`config.mk`:
```
export PLATFORM = sky130hd
export DESIGN_NAME = voice_allocator
export DESIGN_NICKNAME = d
export VERILOG_FILES = /design/src/rtl/voice_allocator.sv
export SDC_FILE = /design/constraint.sdc
export NUM_CORES = 1
export LEC_CHECK = 0
export CORE_ASPECT_RATIO = 1.4
export CORE_MARGIN = 5
export CORE_UTILIZATION = 64
export DETAILED_ROUTE_END_ITERATION = 10
export DONT_BUFFER_PORTS = 1
export PLACE_DENSITY = 0.86
export SYNTH_ARGS = -nofsm -noshare
export SYNTH_HDL_FRONTEND = slang
export SYNTH_SLANG_ARGS = --single-unit
export TNS_END_PERCENT = 30
```
`constraint.sdc`:
```
create_clock -name clk -period 3.1 [get_ports clk]
set_input_delay 0.62 -clock clk [delete_from_list [all_inputs] [get_ports clk]]
set_output_delay 0.62 -clock clk [all_outputs]
set_load 0.1 [all_outputs]
```
`src/rtl/voice_allocator.sv`:
```
// Polyphony scheduler: shares NUM_VOICES generator slots among NUM_KEYS keys.
// Define VOICE_STEAL_EN to steal the oldest ACTIVE voice instead of dropping.
module voice_allocator #(
    parameter int NUM_KEYS       = 8,
    parameter int NUM_VOICES     = 4,
    parameter int KEY_W          = 3,
    parameter int AGE_W          = 8,
    parameter int RELEASE_CYCLES = 1024
) (
    input  logic                        clk,
    input  logic                        reset,
    input  logic [NUM_KEYS-1:0]         key_down,
    output logic [NUM_VOICES-1:0]       voice_en,
    output logic [NUM_VOICES*KEY_W-1:0] voice_key,
    output logic [NUM_VOICES-1:0]       voice_releasing,
    output logic [NUM_KEYS-1:0]         key_granted,
    output logic                        steal_pulse,
    output logic                        drop_pulse
);
    localparam int VW = (NUM_VOICES > 1) ? $clog2(NUM_VOICES) : 1;
    localparam int REL_W = (RELEASE_CYCLES > 2) ? $clog2(RELEASE_CYCLES) : 1;
    localparam logic [REL_W-1:0] REL_LOAD = REL_W'(RELEASE_CYCLES - 1);
    localparam logic [AGE_W-1:0] AGE_MAX = '1;

    typedef enum logic [1:0] {FREE, ACTIVE, RELEASE} vstate_e;

    vstate_e            state_q [NUM_VOICES];
    vstate_e            state_d [NUM_VOICES];
    logic [KEY_W-1:0]   vkey_q  [NUM_VOICES];
    logic [KEY_W-1:0]   vkey_d  [NUM_VOICES];
    logic [AGE_W-1:0]   age_q   [NUM_VOICES];
    logic [AGE_W-1:0]   age_d   [NUM_VOICES];
    logic [REL_W-1:0]   cnt_q   [NUM_VOICES];
    logic [REL_W-1:0]   cnt_d   [NUM_VOICES];

    logic [NUM_KEYS-1:0] key_q, pend_on_q, pend_on_d, pend_off_q, pend_off_d;
    logic [NUM_KEYS-1:0] rise, fall, pon, srv_on, srv_off, granted;
    logic                steal_q, steal_d, drop_q, drop_d;
    logic                off_hit, on_hit, hold_hit, own_hit;
    logic                free_hit, rel_hit, do_assign;
    logic [KEY_W-1:0]    off_k, on_k;
    logic [VW-1:0]       hold_v, free_v, rel_v, tgt;
`ifdef VOICE_STEAL_EN
    logic                old_hit;
    logic [VW-1:0]       old_v;
    logic [AGE_W-1:0]    old_age;
`endif

    always_comb begin
        rise     = key_down & ~key_q;
        fall     = ~key_down & key_q;
        granted  = '0;
        off_hit  = 1'b0;
        on_hit   = 1'b0;
        off_k    = '0;
        on_k     = '0;
        for (int k = NUM_KEYS - 1; k >= 0; k--) begin
            if (pend_off_q[k]) begin
                off_hit = 1'b1;
                off_k   = KEY_W'(k);
            end
            if (pend_on_q[k]) begin
                on_hit = 1'b1;
                on_k   = KEY_W'(k);
            end
        end

        hold_hit = 1'b0;
        own_hit  = 1'b0;
        free_hit = 1'b0;
        rel_hit  = 1'b0;
        hold_v   = '0;
        free_v   = '0;
        rel_v    = '0;
        for (int v = NUM_VOICES - 1; v >= 0; v--) begin
            if (state_q[v] == ACTIVE) begin
                granted[vkey_q[v]] = 1'b1;
                if (vkey_q[v] == off_k) begin
                    hold_hit = 1'b1;
                    hold_v   = VW'(v);
                end
                if (vkey_q[v] == on_k) own_hit = 1'b1;
            end
            if (state_q[v] == FREE) begin
                free_hit = 1'b1;
                free_v   = VW'(v);
            end
            if (state_q[v] == RELEASE) begin
                rel_hit = 1'b1;
                rel_v   = VW'(v);
            end
        end

`ifdef VOICE_STEAL_EN
        // Oldest ACTIVE voice; strict compare keeps the lowest index on ties.
        old_hit = 1'b0;
        old_v   = '0;
        old_age = '0;
        for (int v = 0; v < NUM_VOICES; v++) begin
            if (state_q[v] == ACTIVE && (!old_hit || age_q[v] > old_age)) begin
                old_hit = 1'b1;
                old_v   = VW'(v);
                old_age = age_q[v];
            end
        end
`endif

        for (int v = 0; v < NUM_VOICES; v++) begin
            state_d[v] = state_q[v];
            vkey_d[v]  = vkey_q[v];
            age_d[v]   = age_q[v];
            cnt_d[v]   = cnt_q[v];
            if (state_q[v] == ACTIVE && age_q[v] != AGE_MAX)
                age_d[v] = age_q[v] + 1'b1;
            if (state_q[v] == RELEASE) begin
                if (cnt_q[v] == '0) state_d[v] = FREE;
                else                cnt_d[v]   = cnt_q[v] - 1'b1;
            end
        end

        srv_on    = '0;
        srv_off   = '0;
        steal_d   = 1'b0;
        drop_d    = 1'b0;
        do_assign = 1'b0;
        tgt       = '0;
        if (off_hit) begin
            srv_off[off_k] = 1'b1;
            if (hold_hit) begin
                state_d[hold_v] = RELEASE;
                cnt_d[hold_v]   = REL_LOAD;
                age_d[hold_v]   = age_q[hold_v];
            end
        end else if (on_hit) begin
            srv_on[on_k] = 1'b1;
            if (!own_hit) begin
                if (free_hit) begin
                    do_assign = 1'b1;
                    tgt       = free_v;
                end else if (rel_hit) begin
                    do_assign = 1'b1;
                    tgt       = rel_v;
                end else begin
`ifdef VOICE_STEAL_EN
                    do_assign = 1'b1;
                    tgt       = old_v;
                    steal_d   = 1'b1;
`else
                    drop_d    = 1'b1;
`endif
                end
            end
        end
        if (do_assign) begin
            state_d[tgt] = ACTIVE;
            vkey_d[tgt]  = on_k;
            age_d[tgt]   = '0;
        end

        // A release arriving before its note-on was served cancels both.
        pon        = pend_on_q & ~srv_on;
        pend_on_d  = (pon | rise) & ~fall;
        pend_off_d = (pend_off_q & ~srv_off) | (fall & ~pon);
    end

    always_ff @(posedge clk or posedge reset) begin
        if (reset) begin
            key_q      <= '0;
            pend_on_q  <= '0;
            pend_off_q <= '0;
            steal_q    <= 1'b0;
            drop_q     <= 1'b0;
            state_q    <= '{default: FREE};
            vkey_q     <= '{default: '0};
            age_q      <= '{default: '0};
            cnt_q      <= '{default: '0};
        end else begin
            key_q      <= key_down;
            pend_on_q  <= pend_on_d;
            pend_off_q <= pend_off_d;
            steal_q    <= steal_d;
            drop_q     <= drop_d;
            state_q    <= state_d;
            vkey_q     <= vkey_d;
            age_q      <= age_d;
            cnt_q      <= cnt_d;
        end
    end

    always_comb begin
        voice_en        = '0;
        voice_releasing = '0;
        voice_key       = '0;
        for (int v = 0; v < NUM_VOICES; v++) begin
            voice_en[v]                 = state_q[v] != FREE;
            voice_releasing[v]          = state_q[v] == RELEASE;
            voice_key[v*KEY_W +: KEY_W] = vkey_q[v];
        end
    end

    assign key_granted = granted;
    assign steal_pulse = steal_q;
    assign drop_pulse  = drop_q;
endmodule

```
==> implementation parameters, run 1 <==
Parameter                              Value

Routing
  Via density per instance ... 6.20
  First-iteration detailed-routing DRC count ... ~230
  Per-cell routed wire length ... 17.1 µm
  DR pass1 iterations ... 5
  Antenna-violating nets left ... 0
  DRT Wirelength ... roughly 11000 µm
  Total DRC errors in the routed layout ... 0
  Total via count after detailed routing ... 3920

Timing
  Worst clock skew ... 8.97 ps
  Unrepaired setup endpoints after global routing ... no
  Worst-margin pin slew ... 961 ps
  Headroom to the max-slew limit ... 0.355
  Final period util ... 0.925
  Fin crit period ... 2870 ps
  Summed negative setup slack over all endpoints ... 0 ps
  Number of hold violations in the final report ... 0
  Number of setup violations in the final report ... 0
  Worst-case hold slack ... between 200 and 300 ps
  Fmax ... 0.349 GHz
  Slew Limit Fails ... 0

Cells and area
  Final antenna diode count ... 0
  Finished Layout Cells ... 632
  Area delta synth->final ... 12.1%
  Final net count ... 544
  Share of final-layout standard cells stronger than drive strength 1 ... 0.157
  Final core utilization ... 0.725
  Fill cell total of the finished layout ... 529

Setup path
  Critical Path Fanout Max ... 8
  Crit path arrival time ... roughly 2300 ps
  Endpoint type of the worst setup path ... primary output
  Cell count of the worst reg-to-reg path ... 8
  Category of the worst setup path launch point ... flip-flop
  Start-to-end type of the worst setup path ... flip-flop to primary output
  Endpoint required time on the critical path ... 2480 ps
  Reg2reg end ... state_q[2]
  Slack of the worst reg-to-reg path ... 420 ps
  Beginning of the worst register-to-register path ... pend_off_q[0]

Placed design
  PortBufs ... 0
  Global placement routability congestion ... just over 0.9
  Total placed cells including tap cells ... 616
  Detailed placer's ending HPWL ... 8110 µm

Floorplanning
  Count of boundary I/O pins ... 40
  Die Outline Area ... 9140 µm²
  DIE HEIGHT ... 111 µm
  Starting density of the core ... 0.647
  # rows ... 37
  Core box area ... 7220 µm²
  Horiz. Die Dim ... 82.2 µm

Synth
  Share of the synthesized area in the top cell type ... 0.455
  Share of synthesized flip-flops with an asynchronous set or reset ... 1.00
  Synthesized area per cell ... 9.31 µm²
  Post-synthesis sequential element count ... 85
  Most repeated cell in the gate-level netlist after synthesis ... sky130_fd_sc_hd__dfrtp_1
  Post-synthesis cell count ... ~500
  Top cells by area, synth ... sky130_fd_sc_hd__dfrtp_1 46%, sky130_fd_sc_hd__xnor2_1 6.2%, sky130_fd_sc_hd__nand2_1 5.5%
  Count of flip-flops with a built-in enable after synthesis ... 0
  Number of warnings issued by yosys ... 0
  Seq/Total Area, Yosys ... 0.455
  Syn_nets ... 516
  Distinct cell type count of the synthesized netlist ... 66
  Most frequently used flop master after synthesis ... sky130_fd_sc_hd__dfrtp_1
  Most used standard cells in the synthesized netlist ... 85 x sky130_fd_sc_hd__dfrtp_1, 69 x sky130_fd_sc_hd__nand2_1, 33 x sky130_fd_sc_hd__xnor2_1
  Yosys top cell by area ... sky130_fd_sc_hd__dfrtp_1
  Cell area after synthesis ... between 4000 and 5000 µm²

Global routing
  Pin count of the biggest net entering global routing ... 55
  Antenna violations before repair ... 0
  Sum of overflow across all layers after global routing ... 0
  Via count of the first global-routing pass ... 3903
  GRT Util Overall ... 0.248
  Wire length of the first global-routing pass ... 17700 µm

Min path
  Type of the worst min-delay path ... input port to flip-flop
  Hold Path Origin ... key_down[3]
  Hold Path End ... key_q[3]
  Hold Crit Depth ... 0

Clock tree
  Post-cts gate resize count ... 0
  Hold-fix buffers at CTS ... 0
  Worst-path clk slew ... roughly 80 ps
  TritonCTS clock tree ... done
  Number of buffers inserted to repair setup after CTS ... 0
  Clock Sink Count ... 85
  Number of buffers between clock root and the deepest sink ... 2
  CTS root buf ... sky130_fd_sc_hd__clkbuf_8
  CTS HTree Levels ... 3
  Later-pin clock latency in the skew report ... 360 ps
  TritonCTS Buffers ... 9

Job
  Max-cap check violation count ... 0

Run status
  Status ... finished, final reports clean

Pwr
  Total power of the final layout ... around 0.0053 W
  Lkg Pwr ... 2.26 nW
  Power Dens Cells ... about 1000 nW/µm²
  IR Drop Worst-Case VDD ... 0.581 mV
==> registers in the layout, indices dropped and copies added, names as in the netlist <==
signal,cells
cnt_q,40
drop_pulse,1
key_q,8
pend_off_q,8
pend_on_q,8
state_q,8
voice_key,12
==> report_power, final <==
part / switching (W) / total, W / leakage [nW] / internal [W]
Combinational: 0.00190 / 0.00275 / 1.13 / 0.000849
Sequential: 0.000444 / 0.00190 / 1.05 / 0.00145
Clock: 0.000382 / 0.000696 / 0.0836 / 0.000314
Total: 0.00273 / 0.00535 / 2.26 / 0.00262
==> how the worst max path moves through the flow <==
stage                  startpoint              to  slack [ps]  cells after the start
finish                 state_q[6]  key_granted[0]         230                      6
global placement    pend_off_q[0]      state_q[2]         520                      8
CTS                    state_q[6]  key_granted[0]         230                      6
global route           state_q[6]  key_granted[0]          40                      6
floorplan            voice_key[1]  key_granted[6]        -500                      3
detailed placement  pend_off_q[0]      state_q[3]         480                      7
==> critical path, cell delays in order (launching register included) <==
cell and delay (ps):
sky130_fd_sc_hd__dfrtp_1 470, sky130_fd_sc_hd__nor2b_1 400, sky130_fd_sc_hd__nand2b_1 270, sky130_fd_sc_hd__nor3_1 210, sky130_fd_sc_hd__a31oi_1 100, sky130_fd_sc_hd__o311ai_4 110
sky130_fd_sc_hd__buf_4 330
==> layout by cell type (no fill, tap or decap), drive strengths merged, types with 4 or more instances in the layout <==
master / Yosys / routed
xor2: 8 / 8
nor3: 25 / 25
nor4: 9 / 9
o221ai: 5 / 5
clkbuf: 11 / 13
a21oi: 23 / 23
ha: 4 / 4
mux2: 15 / 15
nand3: 28 / 28
nor2b: 11 / 11
or3: 5 / 5
a31oi: 5 / 5
nand2: 70 / 70
and3: 6 / 6
o21ai: 20 / 20
nor3b: 4 / 4
xnor2: 33 / 33
clkinv: 1 / 4
inv: 26 / 25
dfrtp: 85 / 85
o211ai: 7 / 7
nand4: 8 / 8
nand2b: 12 / 12
o31ai: 5 / 5
buf: 6 / 34
nor2: 26 / 26
==> final cells by class <==
| cell class | instances | area, µm² | area share |
|---|---|---|---|
| Clock buffer | 13 | 149 | 0.0284 |
| Clock inverter | 3 | 21.3 | 0.00406 |
| Inverter | 27 | 103 | 0.0196 |
| Multi-Input combinational cell | 373 | 2450 | 0.468 |
| Sequential cell | 85 | 2130 | 0.406 |
| Tap cell | 97 | 121 | 0.0232 |
| Timing Repair Buffer | 34 | 268 | 0.0511 |
==> metrics by stage <==
step	cell area [µm²]	setup WS (ps)
final	5240	233
after global routing	5240	35.4
after CTS	5240	231
after detailed placement	5070	480
after global placement	5070	518
after floorplan	4710	-504
==> layer usage <==
layer  up-vias  GRT usage  share of wire
met3        48     0.0593          0.059
met5         -          0              0
met4         0      0.142          0.040
met1      1896      0.282           0.39
met2       143      0.411           0.51
li1       1833          -              -
==> cells by family after synthesis <==
group           synth area share
simple gates               0.242
fa+ha+maj                 0.0150
buf+inv                   0.0391
xor+xnor                  0.0768
mux                       0.0386
flops                      0.455
other cells             0.000802
compound gates             0.132
Note: power is estimated with default switching activity, not from simulation.
==> run 2: changes to the inputs <==
- REMOVE_ABC_BUFFERS: default -> 1
==> implementation parameters, run 2 (synthesis results as in run 1) <==
Parameter                              Value

Run status
  Status ... finished, final reports clean (unchanged)

Clock tree
  CTS root buf ... sky130_fd_sc_hd__clkbuf_8 (unchanged)
  Hold-fix buffers at CTS ... 0 (unchanged)
  Post-cts gate resize count ... 0 (unchanged)
  TritonCTS Buffers ... 9 (unchanged)
  Later-pin clock latency in the skew report ... 370 ps (was 360 ps)
  CTS HTree Levels ... 3 (unchanged)
  Number of buffers inserted to repair setup after CTS ... 0 (unchanged)
  Worst-path clk slew ... 80 ps (about the same)
  Number of buffers between clock root and the deepest sink ... 2 (unchanged)
  TritonCTS clock tree ... done (unchanged)
  Clock Sink Count ... 85 (unchanged)

Cells and area
  Area delta synth->final ... 13.4% (was 12.1%)
  Max reg flops ... 40 (unchanged)
  Finished Layout Cells ... 633 (was 632)
  Commonest cells after routing, fill and taps aside ... 85 x sky130_fd_sc_hd__dfrtp_1, 69 x sky130_fd_sc_hd__nand2_1, 33 x sky130_fd_sc_hd__xnor2_1, 32 x sky130_fd_sc_hd__buf_4, 28 x sky130_fd_sc_hd__nand3_1 (was 85 x sky130_fd_sc_hd__dfrtp_1, 69 x sky130_fd_sc_hd__nand2_1, 33 x sky130_fd_sc_hd__xnor2_1, 33 x sky130_fd_sc_hd__buf_4, 28 x sky130_fd_sc_hd__nand3_1)
  Share of final-layout standard cells stronger than drive strength 1 ... 0.162 (was 0.157)
  Final net count ... 545 (was 544)
  Most common cell after layout, fill and taps aside ... sky130_fd_sc_hd__dfrtp_1 (unchanged)
  Final antenna diode count ... 0 (unchanged)
  Register with the highest flop count ... cnt_q (unchanged)

Global routing
  Antenna violations before repair ... 0 (unchanged)
  Pin count of the biggest net entering global routing ... 31 (was 55)
  Sum of overflow across all layers after global routing ... 0 (unchanged)
  Wire length of the first global-routing pass ... 18500 µm (was 17700 µm)
  Via count of the first global-routing pass ... 3978 (was 3903)
  GRT Util Overall ... 0.260 (was 0.248)

Floorplanning
  Die Outline Area ... 9140 µm² (unchanged)
  Horiz. Die Dim ... 82.2 µm (unchanged)
  DIE HEIGHT ... 111 µm (unchanged)
  Count of boundary I/O pins ... 40 (unchanged)
  # rows ... 37 (unchanged)
  Core box area ... 7220 µm² (unchanged)
  Starting density of the core ... 0.647 (unchanged)

Routing
  DRT Wirelength ... 11000 µm (was 10800 µm)
  Via density per instance ... 6.27 (was 6.20)
  Antenna-violating nets left ... 0 (unchanged)
  DR pass1 iterations ... 5 (unchanged)
  Per-cell routed wire length ... 17.4 µm (was 17.1 µm)
  Total DRC errors in the routed layout ... 0 (unchanged)
  Total via count after detailed routing ... 3970 (was 3920)
  First-iteration detailed-routing DRC count ... 309 (was 232)

Timing
  Smallest setup slack after layout ... 289 ps (was 233 ps)
  Fmax ... 0.356 GHz (was 0.349 GHz)
  Final period util ... 0.907 (was 0.925)
  Number of hold violations in the final report ... 0 (unchanged)
  Unrepaired setup endpoints after global routing ... no (unchanged)
  Slew Limit Fails ... 0 (unchanged)
  Worst-margin pin slew ... 950 ps (was 961 ps)
  Worst clock skew ... 12.2 ps (was 8.97 ps)
  Fin crit period ... 2810 ps (was 2870 ps)
  Headroom to the max-slew limit ... 0.363 (was 0.355)
  Number of setup violations in the final report ... 0 (unchanged)

Setup path
  Beginning of the worst register-to-register path ... pend_off_q[0] (unchanged)
  Category of the worst setup path launch point ... flip-flop (unchanged)
  Critical path launch point ... state_q[6] (unchanged)
  Endpoint type of the worst setup path ... primary output (unchanged)
  Endpoint required time on the critical path ... 2480 ps (about the same)
  Critical Path Fanout Max ... 8 (unchanged)
  Cell count of the worst reg-to-reg path ... 7 (was 8)
  Start-to-end type of the worst setup path ... flip-flop to primary output (unchanged)
  Crit path arrival time ... 2190 ps (was 2250 ps)
  Reg2reg end ... state_q[3] (was state_q[2])
  Slack of the worst reg-to-reg path ... 360 ps (was 420 ps)

Placed design
  Global placement routability congestion ... 0.991 (was 0.934)
  Post-placement setup slack ... 472 ps (was 480 ps)
  Detailed placer's ending HPWL ... 8050 µm (was 8110 µm)
  PortBufs ... 0 (unchanged)
  Total placed cells including tap cells ... 617 (was 616)

Min path
  Type of the worst min-delay path ... input port to asynchronous set/reset pin (was input port to flip-flop)

Job
  Max-cap check violation count ... 0 (unchanged)

Pwr
  Switching component of the power ... 0.00275 W (was 0.00273 W)
  Clk network pwr share ... 0.149 (was 0.130)
  Pint ... 0.00280 W (was 0.00262 W)
  Sequential fraction of design power ... 0.345 (was 0.355)
  Total power of the final layout ... 0.00555 W (was 0.00535 W)
  IR Drop Worst-Case VDD ... 0.724 mV (was 0.581 mV)
  Lkg Pwr ... 2.29 nW (was 2.26 nW)
  Power Dens Cells ... 1050 nW/µm² (was 1020 nW/µm²)
  Net Sw Frac ... 0.495 (was 0.511)
  Relative contribution of combinational cells to total power ... 0.506 (was 0.515)
==> run 2: worst max path at each step <==
stage                endpoint  slack, ps  cells past startpoint
3_3_place_gp       state_q[2]        570                      8
2_1_floorplan  key_granted[1]      -2250                      2
6_report       key_granted[1]        290                      4
4_1_cts        key_granted[1]        310                      4
3_5_place_dp       state_q[3]        470                      7
5_1_grt        key_granted[5]        130                      6
==> run 2: final cells by class <==
| class | count | area [µm²] |
|---|---|---|
| multi-input combinational | 373 | 2420 |
| clock buffer | 13 | 169 |
| sequential | 85 | 2130 |
| inverter | 27 | 103 |
| timing repair buffer | 35 | 318 |
| fill | 543 | 1920 |
| tap | 97 | 121 |
| clock inverter | 3 | 42.5 |
==> run 2: layer usage <==
metal | part of all wire | track usage | up-vias
met5 | 0 | 0 | -
met4 | 0.030 | 0.113 | 0
met3 | 0.055 | 0.0683 | 36
met2 | 0.52 | 0.434 | 148
met1 | 0.39 | 0.306 | 1944
li1 | - | - | 1842
==> run 2: worst max-delay path, stage by stage, from the launching register on <==
cell and delay (ps):
sky130_fd_sc_hd__dfrtp_1 460, sky130_fd_sc_hd__nor2b_1 440, sky130_fd_sc_hd__nand2_1 250, sky130_fd_sc_hd__o311ai_2 450, sky130_fd_sc_hd__buf_16 230
==> run 2: per-stage QoR <==
step                area [µm²]   util  hold slack [ps]  TNS (ps)
global placement          5090  0.705              424         0
detailed placement        5090  0.705              436         0
floorplan                 4590      -              419     -8400
global route              5300  0.734              152         0
CTS                       5300  0.734              133         0
finish                    5300  0.734              124         0
==> run 2: power groups by stage <==
stage	Combinational, W	Clock, W	Sequential, W
3_5_place_dp	0.00278	0	0.00192
6_report	0.00280	0.000827	0.00192
4_1_cts	0.00280	0.000835	0.00190
5_1_grt	0.00299	0.000889	0.00197
3_3_place_gp	0.00269	0	0.00189
2_1_floorplan	0.00179	0	0.00212
==> run 3: changes to the inputs <==
--- a/config.mk
+++ b/config.mk
@@ -7,2 +7,3 @@
 export LEC_CHECK = 0
+export CAP_MARGIN = 40
 export CORE_ASPECT_RATIO = 1.4
==> constraint.sdc (replaced) <==
create_clock -name clk -period 3.1 [get_ports clk]
set_input_delay 0.31 -clock clk [delete_from_list [all_inputs] [get_ports clk]]
set_output_delay 0.31 -clock clk [all_outputs]
set_load 0.02 [all_outputs]
==> implementation parameters, run 3 (synthesis results as in run 1) <==
Parameter                              Value

Job
  Max-cap check violation count ... 0 (unchanged)

Floorplanning
  Die Outline Area ... 9140 µm² (unchanged)
  Starting density of the core ... 0.647 (unchanged)
  # rows ... 37 (unchanged)
  Horiz. Die Dim ... 82.2 µm (unchanged)
  Count of boundary I/O pins ... 40 (unchanged)
  Core box area ... 7220 µm² (unchanged)
  DIE HEIGHT ... 111 µm (unchanged)

Clock tree
  Hold-fix buffers at CTS ... 9 (was 0)
  CTS root buf ... sky130_fd_sc_hd__clkbuf_8 (unchanged)
  Number of buffers inserted to repair setup after CTS ... 0 (unchanged)
  Post-cts gate resize count ... 0 (unchanged)
  Later-pin clock latency in the skew report ... 370 ps (about the same)
  Clock Sink Count ... 85 (unchanged)
  Number of buffers between clock root and the deepest sink ... 2 (unchanged)
  TritonCTS Buffers ... 9 (unchanged)
  CTS HTree Levels ... 3 (unchanged)
  TritonCTS clock tree ... done (unchanged)
  Worst-path clk slew ... 90 ps (was 80 ps)

Run status
  Status ... finished, final reports clean (unchanged)

Setup path
  Endpoint required time on the critical path ... 3360 ps (was 2480 ps)
  Slack of the worst reg-to-reg path ... 440 ps (was 360 ps)
  Category of the worst setup path launch point ... flip-flop (unchanged)
  Critical Path Fanout Max ... 12 (was 8)
  Endpoint type of the worst setup path ... flip-flop (was primary output)
  Crit path arrival time ... 2920 ps (was 2190 ps)
  Start-to-end type of the worst setup path ... flip-flop to flip-flop (was flip-flop to primary output)

Pwr
  IR Drop Worst-Case VDD ... 0.480 mV (was 0.724 mV)
  Clk network pwr share ... 0.182 (was 0.149)
  Power Dens Cells ... 880 nW/µm² (was 1050 nW/µm²)
  Net Sw Frac ... 0.434 (was 0.495)
  Sequential fraction of design power ... 0.442 (was 0.345)
  Pint ... 0.00255 W (was 0.00280 W)
  Relative contribution of combinational cells to total power ... 0.377 (was 0.506)
  Total power of the final layout ... 0.00451 W (was 0.00555 W)
  Lkg Pwr ... 2.19 nW (was 2.29 nW)
  Switching component of the power ... 0.00196 W (was 0.00275 W)

Routing
  First-iteration detailed-routing DRC count ... 331 (was 309)
  Via density per instance ... 6.24 (was 6.27)
  Total DRC errors in the routed layout ... 0 (unchanged)
  Per-cell routed wire length ... 17.1 µm (was 17.4 µm)
  Antenna-violating nets left ... 0 (unchanged)
  DRT Wirelength ... 10600 µm (was 11000 µm)
  DR pass1 iterations ... 5 (unchanged)
  Total via count after detailed routing ... 3873 (was 3970)

Global routing
  Pin count of the biggest net entering global routing ... 36 (was 31)
  Wire length of the first global-routing pass ... 17800 µm (was 18500 µm)
  GRT Util Overall ... 0.253 (was 0.260)
  Antenna violations before repair ... 0 (unchanged)
  Via count of the first global-routing pass ... 3833 (was 3978)
  Sum of overflow across all layers after global routing ... 0 (unchanged)

Cells and area
  Register with the highest flop count ... cnt_q (unchanged)
  Share of final-layout standard cells stronger than drive strength 1 ... 0.111 (was 0.162)
  Final antenna diode count ... 0 (unchanged)
  Most common cell after layout, fill and taps aside ... sky130_fd_sc_hd__dfrtp_1 (unchanged)
  Area delta synth->final ... 9.67% (was 13.4%)
  Final net count ... 533 (was 545)
  Footprint of the multi-input gates ... 2360 µm² (was 2420 µm²)
  Max reg flops ... 40 (unchanged)
  Finished Layout Cells ... 621 (was 633)
  Footprint of the flip-flops and latches ... 2130 µm² (unchanged)
  Fill cell total of the finished layout ... 529 (was 543)
  Commonest cells after routing, fill and taps aside ... 85 x sky130_fd_sc_hd__dfrtp_1, 69 x sky130_fd_sc_hd__nand2_1, 33 x sky130_fd_sc_hd__xnor2_1, 28 x sky130_fd_sc_hd__nand3_1, 26 x sky130_fd_sc_hd__nor2_1 (was 85 x sky130_fd_sc_hd__dfrtp_1, 69 x sky130_fd_sc_hd__nand2_1, 33 x sky130_fd_sc_hd__xnor2_1, 32 x sky130_fd_sc_hd__buf_4, 28 x sky130_fd_sc_hd__nand3_1)

Timing
  Worst clock skew ... 11.8 ps (was 12.2 ps)
  Headroom to the max-slew limit ... 0.591 (was 0.363)
  Smallest setup slack after layout ... 442 ps (was 289 ps)
  Number of setup violations in the final report ... 0 (unchanged)
  Number of hold violations in the final report ... 0 (unchanged)
  Fmax ... 0.376 GHz (was 0.356 GHz)
  Unrepaired setup endpoints after global routing ... no (unchanged)
  Worst-margin pin slew ... 613 ps (was 950 ps)
  Final period util ... 0.857 (was 0.907)
  Fin crit period ... 2660 ps (was 2810 ps)
  Summed negative setup slack over all endpoints ... 0 ps (unchanged)
  Slew Limit Fails ... 0 (unchanged)

Min path
  Type of the worst min-delay path ... input port to flip-flop (was input port to asynchronous set/reset pin)

Placed design
  Detailed placer's ending HPWL ... 7680 µm (was 8050 µm)
  Global placement routability congestion ... 0.921 (was 0.991)
  PortBufs ... 0 (unchanged)
  Total placed cells including tap cells ... 596 (was 617)
  Post-placement setup slack ... 492 ps (was 472 ps)
-- run 3: worst paths after layout --
| kind | startpoint | endpoint | cells after the start |
|---|---|---|---|
| min in group asynchronous | reset | voice_key[5] | 2 |
| max in group asynchronous | reset | cnt_q[5] | 3 |
| min reg2reg | key_q[6] | pend_on_q[6] | 1 |
| max reg2reg | pend_off_q[0] | state_q[2] | 8 |
| max | pend_off_q[0] | state_q[2] | 8 |
| min | key_down[3] | pend_off_q[3] | 1 |
-- run 3: routing by layer --
metal	wire [µm]	vias up	track usage
met3	696	49	0.0626
li1	-	1812	-
met4	457	0	0.146
met2	5420	140	0.415
met1	4050	1872	0.289
met5	0	-	0
-- run 3: cell type report --
| cell class | instances | area share |
|---|---|---|
| multi-input cells | 373 | 0.461 |
| flip-flops and latches | 85 | 0.415 |
| repair buffers | 23 | 0.0405 |
| clock buffers | 9 | 0.0242 |
| well taps | 97 | 0.0237 |
| inverters | 27 | 0.0200 |
| clock inverters | 7 | 0.0154 |
-- run 3: power groups by stage --
| stage | sequential, W | clock (W) | combinational [W] |
|---|---|---|---|
| after detailed placement | 0.00199 | 0 | 0.00167 |
| after global placement | 0.00197 | 0 | 0.00160 |
| after CTS | 0.00197 | 0.000833 | 0.00169 |
| after global routing | 0.00204 | 0.000876 | 0.00189 |
| after floorplan | 0.00185 | 0 | 0.00132 |
| final | 0.00199 | 0.000819 | 0.00170 |
-- run 3: stage by stage --
stage               hold WS (ps)  instance area (µm²)   util
floorplan                    341                 4590      -
global placement             342                 4810  0.666
detailed placement           276                 4830  0.669
CTS                         13.6                 5120  0.710
global route                18.6                 5120  0.710
finish                      24.7                 5120  0.710
-- run 3: worst max-delay path, cell delays in order, from the launching register on --
cell and delay [ps]:
sky130_fd_sc_hd__dfrtp_1 460, sky130_fd_sc_hd__or4_4 600, sky130_fd_sc_hd__a21oi_2 260, sky130_fd_sc_hd__mux2_2 380, sky130_fd_sc_hd__inv_1 70, sky130_fd_sc_hd__and3_1 140, sky130_fd_sc_hd__nand3_1 360, sky130_fd_sc_hd__nand2_1 200
sky130_fd_sc_hd__nand2_1 70
==> patch (settings of run 1) <==
Make the reset (`reset`) synchronous in one clocked block.
--- a/src/rtl/voice_allocator.sv
+++ b/src/rtl/voice_allocator.sv
@@ -163,7 +163,7 @@
         pend_off_d = (pend_off_q & ~srv_off) | (fall & ~pon);
     end
 
-    always_ff @(posedge clk or posedge reset) begin
+    always_ff @(posedge clk) begin
         if (reset) begin
             key_q      <= '0;
             pend_on_q  <= '0;
Function: differs if reset is asserted again (counterexample within 4 cycles, from zero or initial values and one cycle with reset high); with reset held inactive, the same outputs for 4 cycles.
==> patch against run 1 <==
  * Fmax is 2.3% higher
  * Sequential cell count did not move
  * Critical endpoint is now voice_key[2]$_SDFFE_PP0P_
  * Final area down 2.2%
  * Area after synthesis fell by 1.3%
  * Wire length increased by 6.6%
  * Worst setup slack better by 0.064 ns
  * Via count up 7.9%
Power is not compared: it rests on default switching activity, and its combinational part moved more than twofold at a synthesized area within 25%.
==> patch: results (changes against run 1) <==
Hold path
  • Worst Hold Endpoint: key_q[6]$_SDFF_PP0_
  • Hold Crit Start: reset
  • Hold Crit Depth: 1 (+1)

Cells and area
  • Ratio of cells with drive above 1 in the final layout: 12.8% (-2.9 points)
  • Final non-filler cell total: 673 (+6.5%)
  • Net count, final: 587 (+7.9%)

Routing
  • Drt first-iter violations: 372 (+60%)
  • Metal3 WL: 660 um (+3.3%)
  • Wire length per cell: 17.1 um (about the same)
  • DR vias: 4,228 (+7.9%)

Setup path
  • Worst endpoint data arrival time: 3.09 ns (+0.84 ns)
  • Slowest cell on the critical path: a2111oi_4

Global route
  • Met2 usage: 44.4% (+3.2 points)
  • First-pass GRT wire length: 18.9 mm (+7.3%)

Synth
  • Synth top cells by count: dfxtp_1, a21oi_1, nand2_1
  • Top post-synthesis cells by area: dfxtp_1, xnor2_1, a21oi_1, mux2i_1, nand2_1
  • Sequential-to-total area share from yosys stat: 36.9% (-8.6 points)
  • Synth Area in Adders: 2.60% (+1.1 points)
  • Ys async rst share: 0% (-100 points)
  • Ys flop type: dfxtp_1

STA
  • Worst Tran Pin Value: 0.932 ns (-0.0297 ns)
  • Final worst slack: 0.296 ns (+0.0639 ns)

Outcome
  • Status: finished, final reports clean

Place
  • Routability cong.: 0.979 (+4.7%)
  • Pre-CTS setup slack: 0.402 ns (-0.0777 ns)
  • Placed insts: 657 (+6.7%)
  • Final HPWL DP: 8.16 mm (+0.60%)
## patch: cell count changes in the layout (fill, tap and decap cells not counted), moves of 6 or more
cell | run 1 | this run
a21oi_1 | 21 | 52
dfrtp_1 | 85 | 0
dfxtp_1 | 0 | 85
mux2_2 | 11 | 1
mux2i_1 | 0 | 19
nand2_1 | 69 | 46
nand3_1 | 28 | 13
nor2_1 | 26 | 44
o211ai_1 | 7 | 1
or2_2 | 1 | 8
or4_1 | 1 | 10
## patch: cell type report
type	instances	area (um2)
inverters	26	97.6
repair buffers	30	250
flip-flops and latches	85	1700
clock buffers	10	138
well taps	95	119
clock inverters	6	46.3
fillers	545	1860
multi-input cells	421	2770
## patch: per-stage QoR
stage / power [uW] / cell area, um2 / util (%)
after global placement: 2180 / 4940 / 70.8
after floorplan: 2040 / 4630 / -
final: 2950 / 5120 / 73.4
after detailed placement: 2210 / 4940 / 70.8
after global routing: 3070 / 5120 / 73.4
after CTS: 2940 / 5120 / 73.4
